**config.mk**
```make
export PLATFORM = sky130hd
export DESIGN_NAME = spike_encoder_mc
export DESIGN_NICKNAME = d
export VERILOG_FILES = /design/src/rtl/spike_enc_pkg.sv /design/src/rtl/spike_enc_chan.sv /design/src/rtl/spike_encoder_mc.sv
export SDC_FILE = /design/constraint.sdc
export NUM_CORES = 1
export LEC_CHECK = 0
export CAP_MARGIN = 20
export CORE_ASPECT_RATIO = 1.2
export CORE_MARGIN = 4
export CORE_UTILIZATION = 40
export CTS_BUF_LIST = sky130_fd_sc_hd__clkbuf_16
export CTS_CLUSTER_DIAMETER = 30
export DETAILED_ROUTE_END_ITERATION = 16
export MAX_ROUTING_LAYER = met4
export SYNTH_ARGS = -nofsm -noshare
export SYNTH_HDL_FRONTEND = slang
export SYNTH_SLANG_ARGS = --single-unit
```
**constraint.sdc**
```tcl
create_clock -name clk_i -period 5.7 [get_ports clk_i]
set_input_delay 1.14 -clock clk_i [delete_from_list [all_inputs] [get_ports clk_i]]
set_output_delay 1.14 -clock clk_i [all_outputs]
set_load 0.005 [all_outputs]
```
**src/rtl/spike_enc_pkg.sv**
```systemverilog
// Shared types and arithmetic helper for the delta-modulation spike encoder.
package spike_enc_pkg;

  localparam int DEF_DATA_W = 16;
  // Internal width of the add/sub helper; any DATA_W up to this is supported.
  localparam int MAX_W      = 64;

  typedef logic signed [DEF_DATA_W-1:0] sample_t;

  typedef enum logic [1:0] {
    SPK_NONE = 2'd0,
    SPK_UP   = 2'd1,
    SPK_DN   = 2'd2
  } spk_dir_e;

  // Baseline plus or minus a zero-extended delta, one bit wider than the
  // operands so the result is always exact.
  function automatic logic signed [MAX_W:0] base_step(
    input logic signed [MAX_W-1:0] base,
    input logic        [MAX_W-1:0] delta,
    input logic                    sub
  );
    logic signed [MAX_W:0] b;
    logic signed [MAX_W:0] d;
    b = {base[MAX_W-1], base};
    d = {1'b0, delta};
    if (sub) begin
      base_step = b - d;
    end else begin
      base_step = b + d;
    end
  endfunction

endpackage

```
**src/rtl/spike_enc_chan.sv**
```systemverilog
// One encoder channel: baseline, init flag, refractory counter and the
// per-sample spike decision. Direction is combinational; the top registers it.
module spike_enc_chan
  import spike_enc_pkg::*;
#(
  parameter int DATA_W  = 16,
  parameter int REFRACT = 2
) (
  input  logic                     clk_i,
  input  logic                     rst_i,
  input  logic                     strobe_i,
  input  logic                     en_i,
  input  logic signed [DATA_W-1:0] sample_i,
  input  logic        [DATA_W-2:0] delta_i,
  output spk_dir_e                 dir_o
);

  localparam int CNT_W = (REFRACT > 0) ? $clog2(REFRACT + 1) : 1;
  localparam logic [CNT_W-1:0] REFRACT_C = CNT_W'(REFRACT);

  typedef logic signed [DATA_W:0] wide_t;

  logic signed [DATA_W-1:0] base_q, base_d;
  logic                     init_q, init_d;
  logic [CNT_W-1:0]         cnt_q, cnt_d;
  spk_dir_e                 dir_s;

  wide_t samp_s;
  wide_t up_s;
  wide_t dn_s;

  // Thresholds one delta either side of the baseline, in DATA_W+1 bits.
  always_comb begin
    samp_s = wide_t'(sample_i);
    up_s   = wide_t'(base_step(MAX_W'(base_q), MAX_W'(delta_i), 1'b0));
    dn_s   = wide_t'(base_step(MAX_W'(base_q), MAX_W'(delta_i), 1'b1));
  end

  // Priority decision: disable, init, refractory, zero delta, up, down, hold.
  always_comb begin
    base_d = base_q;
    init_d = init_q;
    cnt_d  = cnt_q;
    dir_s  = SPK_NONE;
    if (!strobe_i) begin
      dir_s = SPK_NONE;
    end else if (!en_i) begin
      dir_s = SPK_NONE;
    end else if (!init_q) begin
      base_d = sample_i;
      init_d = 1'b1;
    end else if (cnt_q != '0) begin
      cnt_d = cnt_q - {{(CNT_W-1){1'b0}}, 1'b1};
    end else if (delta_i == '0) begin
      dir_s = SPK_NONE;
    end else if (samp_s >= up_s) begin
      base_d = up_s[DATA_W-1:0];
      cnt_d  = REFRACT_C;
      dir_s  = SPK_UP;
    end else if (samp_s <= dn_s) begin
      base_d = dn_s[DATA_W-1:0];
      cnt_d  = REFRACT_C;
      dir_s  = SPK_DN;
    end else begin
      dir_s = SPK_NONE;
    end
  end

  // Channel state register with synchronous reset.
  always_ff @(posedge clk_i) begin
    if (rst_i) begin
      base_q <= '0;
      init_q <= 1'b0;
      cnt_q  <= '0;
    end else begin
      base_q <= base_d;
      init_q <= init_d;
      cnt_q  <= cnt_d;
    end
  end

  assign dir_o = dir_s;

endmodule

```
**src/rtl/spike_encoder_mc.sv**
```systemverilog
// Multi-channel delta-modulation spike encoder: N_CHAN parallel channels on
// a shared sample strobe, registered spike vectors one cycle later.
module spike_encoder_mc
  import spike_enc_pkg::*;
#(
  parameter int N_CHAN  = 4,
  parameter int DATA_W  = 16,
  parameter int REFRACT = 2
) (
  input  logic                     clk_i,
  input  logic                     rst_i,
  input  logic                     sample_valid_i,
  input  logic [N_CHAN*DATA_W-1:0] sample_i,
  input  logic [DATA_W-2:0]        delta_i,
  input  logic [N_CHAN-1:0]        chan_en_i,
  output logic                     spike_valid_o,
  output logic [N_CHAN-1:0]        spike_up_o,
  output logic [N_CHAN-1:0]        spike_dn_o
);

  logic [N_CHAN-1:0] up_d;
  logic [N_CHAN-1:0] dn_d;
  logic              valid_q;
  logic [N_CHAN-1:0] up_q;
  logic [N_CHAN-1:0] dn_q;

  for (genvar c = 0; c < N_CHAN; c++) begin : g_chan
    spk_dir_e dir_s;

    spike_enc_chan #(
      .DATA_W  (DATA_W),
      .REFRACT (REFRACT)
    ) u_chan (
      .clk_i    (clk_i),
      .rst_i    (rst_i),
      .strobe_i (sample_valid_i),
      .en_i     (chan_en_i[c]),
      .sample_i ($signed(sample_i[c*DATA_W +: DATA_W])),
      .delta_i  (delta_i),
      .dir_o    (dir_s)
    );

    assign up_d[c] = (dir_s == SPK_UP);
    assign dn_d[c] = (dir_s == SPK_DN);
  end

  // Output register: vectors only carry data in the cycle valid is high.
  always_ff @(posedge clk_i) begin
    if (rst_i) begin
      valid_q <= 1'b0;
      up_q    <= '0;
      dn_q    <= '0;
    end else if (sample_valid_i) begin
      valid_q <= 1'b1;
      up_q    <= up_d;
      dn_q    <= dn_d;
    end else begin
      valid_q <= 1'b0;
      up_q    <= '0;
      dn_q    <= '0;
    end
  end

  assign spike_valid_o = valid_q;
  assign spike_up_o    = up_q;
  assign spike_dn_o    = dn_q;

endmodule
```
==> impl_results.md <==
* Die span in y at 210.1 µm
* Critical Path Fanout Max at 6
* Period minus WS final at 5.564 ns
* CTS clock-pin slew for the worst setup and hold paths at 0.07 ns
* ANT nets after route at 0
* DR WL/cell at 19.67 µm
* Iteration-0 DRC Markers at 872
* Clock H-tree levels at 3
* Cell Rows at 73
* Worst Hold Depth at 2
* Max cap viols at 0
* First-pass GRT wire length at 74.93 mm
* Top FF cell, synth: dfxtp_1
* Finished Cell Area at 18360 µm²
* Initial antenna violation count at 0
* Clock root cell: clkbuf_16
* Leakage at 8.322 nW
* Core area at 33340 µm²
* Area grow syn2layout at 34.87%
* Critical path class: input pin to register
* Synth Net Count at 2080
* EDFF count, synth at 0
* Gr usage total at 0.2622
* Via count at 14660
* Grt ovf at 0
* Maximum vdd drop at 155.8 µV
* Hold Fails Final Rpt at 0
* DRT Pass-1 Iters at 5
* Slew headroom at 0.4242
* Fin. max-slew vios at 0
* Synth unique cells at 99
* Cell type with the largest total area after synthesis: ha_1
* Detailed-route DRC error count at 0
* Final Power at 0.004084 W
* # hold bufs at CTS at 0
* Final setup fails at 0
* Outcome: finished clean
* Starting Density at 0.4083
* Total CTS buffers at 9
* RSZ-0062 raised after global routing: true
* IO Pins at 95
* Worst Tran Pin Value at 0.8638 ns
* Crit share post-route at 0.9762
* Fmax achieved at 0.1797 GHz
* Largest net degree at the start of global routing at 59
* Min-delay worst type: register to register
* Port Buffers at 94
* Total wire length at 50.30 mm
* Via density at 5.734
* Number of global-route vias before repair at 14210
* Top post-synthesis cells by area: ha_1, dfxtp_1, xnor2_1
* Clock skew at 0.008840 ns
* Die width at 176.4 µm
* Cells after Synth at 1722
* Sequential area share after synthesis at 0.1250
* Layout cells sized above 1 at 0.2463
* Clk buf depth at 2
* Diodes inserted at 0
* Critical path arrival at 5.87 ns
* Critical path required time at 6.00 ns
* CTS tree: done
* Die area at 37060 µm²
* Worst Reg-to-Reg Cells at 20
* Netlist Area Pre-Place at 13610 µm²
* Pwr dens at 222.5 nW/µm²
* Worst skew pair latency at 0.38 ns
* Crit path capture type: register
* CP startpoint kind: input pin
* Nets at 2462
* Yosys top cell area share at 0.2427
* Synth async-reset ratio at 0
* FF+latch count, synth at 85
* GP Congestion at 0.9234
* Yosys warnings at 0
* Post-detail-place hpwl at 39.68 mm
* Syn avg cell area at 7.905 µm²
* # clock sinks at 85
* Placed Area at 17220 µm²
cells by family after synthesis:
group                      count (synthesis)  synth area share
buffers and inverters                    193           0.05864
DFF                                       85            0.1250
and+or+nand+nor                          497            0.1808
xor gates and xnor gates                 100           0.06434
muxes                                     55           0.04182
AOI/OAI and AO/OA                        520            0.2749
adders and majority gates                272            0.2544
per-layer routing:
metal  track usage  wire length, µm
met1        0.2950            20440
met2        0.4764            25800
met3       0.02834             2109
met4       0.09981             1945
met5             -                0
final timing paths:
| kind | from | end | slack, ns |
|---|---|---|---|
| worst max-delay path | delta_i[3] | g_chan[1].u_chan.base_q[7] | 0.14 |
| worst min-delay path | g_chan[2].u_chan.cnt_q[0] | g_chan[2].u_chan.cnt_q[0] | 0.47 |
| worst max register to register | g_chan[1].u_chan.base_q[0] | g_chan[1].u_chan.base_q[13] | 1.06 |
| worst min register to register | g_chan[2].u_chan.cnt_q[0] | g_chan[2].u_chan.cnt_q[0] | 0.47 |
what timing repair did:
action	in CTS	in global routing
pin swaps	3	61
gates resized for setup	15	115
setup endpoints to repair	48	72
gates cloned	0	4
setup buffers	2	25
hold endpoints to repair	0	0
sequential cells by signal, indices dropped and copies added (netlist names):
| name | flops |
|---|---|
| g_chan.u_chan.base_q | 64 |
| g_chan.u_chan.cnt_q | 8 |
| spike_up_o | 4 |
| g_chan.u_chan.init_q | 4 |
| spike_valid_o | 1 |
| spike_dn_o | 4 |
cell type report:
cell class                 instances  area, µm²
clock buffer                       9      225.2
clock inverter                     5      23.77
fill                            3163      14980
inverter                         115      431.7
multi-input combinational       1446      11700
sequential                        85       1702
tap                              450      563.0
timing repair buffer             447       3716
worst max-delay path: stages:
cell	delay, ns
clkdlybuf4s50_1	0.45
buf_4	0.21
ha_1	0.22
nor2b_1	0.14
or4_1	0.43
o211ai_1	0.30
a211oi_2	0.14
o311ai_2	0.26
nand2_1	0.11
xnor2_1	0.17
ha_1	0.30
nor2b_2	0.14
and4_4	0.24
or3b_4	0.39
o211ai_4	0.29
buf_6	0.18
mux2_2	0.33
a211o_1	0.30
a21oi_2	0.12
metrics by stage:
| stage | TNS (ns) | hold WS (ns) | std cells | util | setup WS [ns] |
|---|---|---|---|---|---|
| global route | -0.5751 | 0.4770 | 2557 | 0.5507 | -0.08412 |
| global placement | -25.29 | 0.4479 | 2511 | 0.5165 | -0.5188 |
| CTS | 0 | 0.4717 | 2527 | 0.5272 | 0.006426 |
| finish | 0 | 0.4679 | 2557 | 0.5507 | 0.1357 |
| detailed placement | -30.50 | 0.4620 | 2511 | 0.5165 | -0.5972 |
| floorplan | 0 | 0.4347 | 1722 | - | 0.2282 |
cell usage after synthesis, drive strengths merged, types with 6 or more instances:
cell       n
mux2      12
ha       264
nand3     29
dfxtp     85
or2       19
nor2b     31
a31oi     20
xor2      21
nand2    102
and3      14
mux2i     43
o41ai      8
clkbuf    43
a211oi    37
a311oi     8
a21boi     6
o211ai    27
nand4     25
fa         8
nor2     149
a211o     16
a2111oi    9
a221oi     8
and2       9
o21ai     73
a21oi    139
o31ai     16
nor4      15
or4        6
o21bai    17
o311ai    10
or3       13
a21o      33
inv      113
o32ai      7
xnor2     79
nor3      42
buf       35
o21a      15
a31o       7
o31a      12
o221ai     6
nand2b    24
report_power, final:
part | internal [W] | switching [W]
logic | 0.00134 | 0.00146
clock network | 0.000286 | 0.000287
registers | 0.000646 | 0.0000685
placed cells by master (no fill, tap or decap), types with 16 or more instances in the layout:
| master | Yosys | final |
|---|---|---|
| buf_4 | 4 | 333 |
| ha_1 | 264 | 256 |
| nor2_1 | 149 | 147 |
| a21oi_1 | 137 | 129 |
| inv_1 | 113 | 108 |
| nand2_1 | 101 | 101 |
| clkdlybuf4s50_1 | 0 | 89 |
| dfxtp_1 | 85 | 85 |
| xnor2_1 | 79 | 74 |
| o21ai_0 | 69 | 67 |
| mux2i_1 | 43 | 43 |
| nor3_1 | 42 | 41 |
| a21o_1 | 33 | 32 |
| nor2b_1 | 31 | 30 |
| nand3_1 | 29 | 29 |
| a211oi_1 | 31 | 28 |
| o211ai_1 | 26 | 26 |
| nand4_1 | 25 | 25 |
| nand2b_1 | 24 | 24 |
| xor2_1 | 21 | 20 |
| or2_2 | 17 | 16 |
| a211o_1 | 16 | 16 |
| a31oi_1 | 18 | 16 |
No activity file was read; power rests on OpenSTA's default activity.
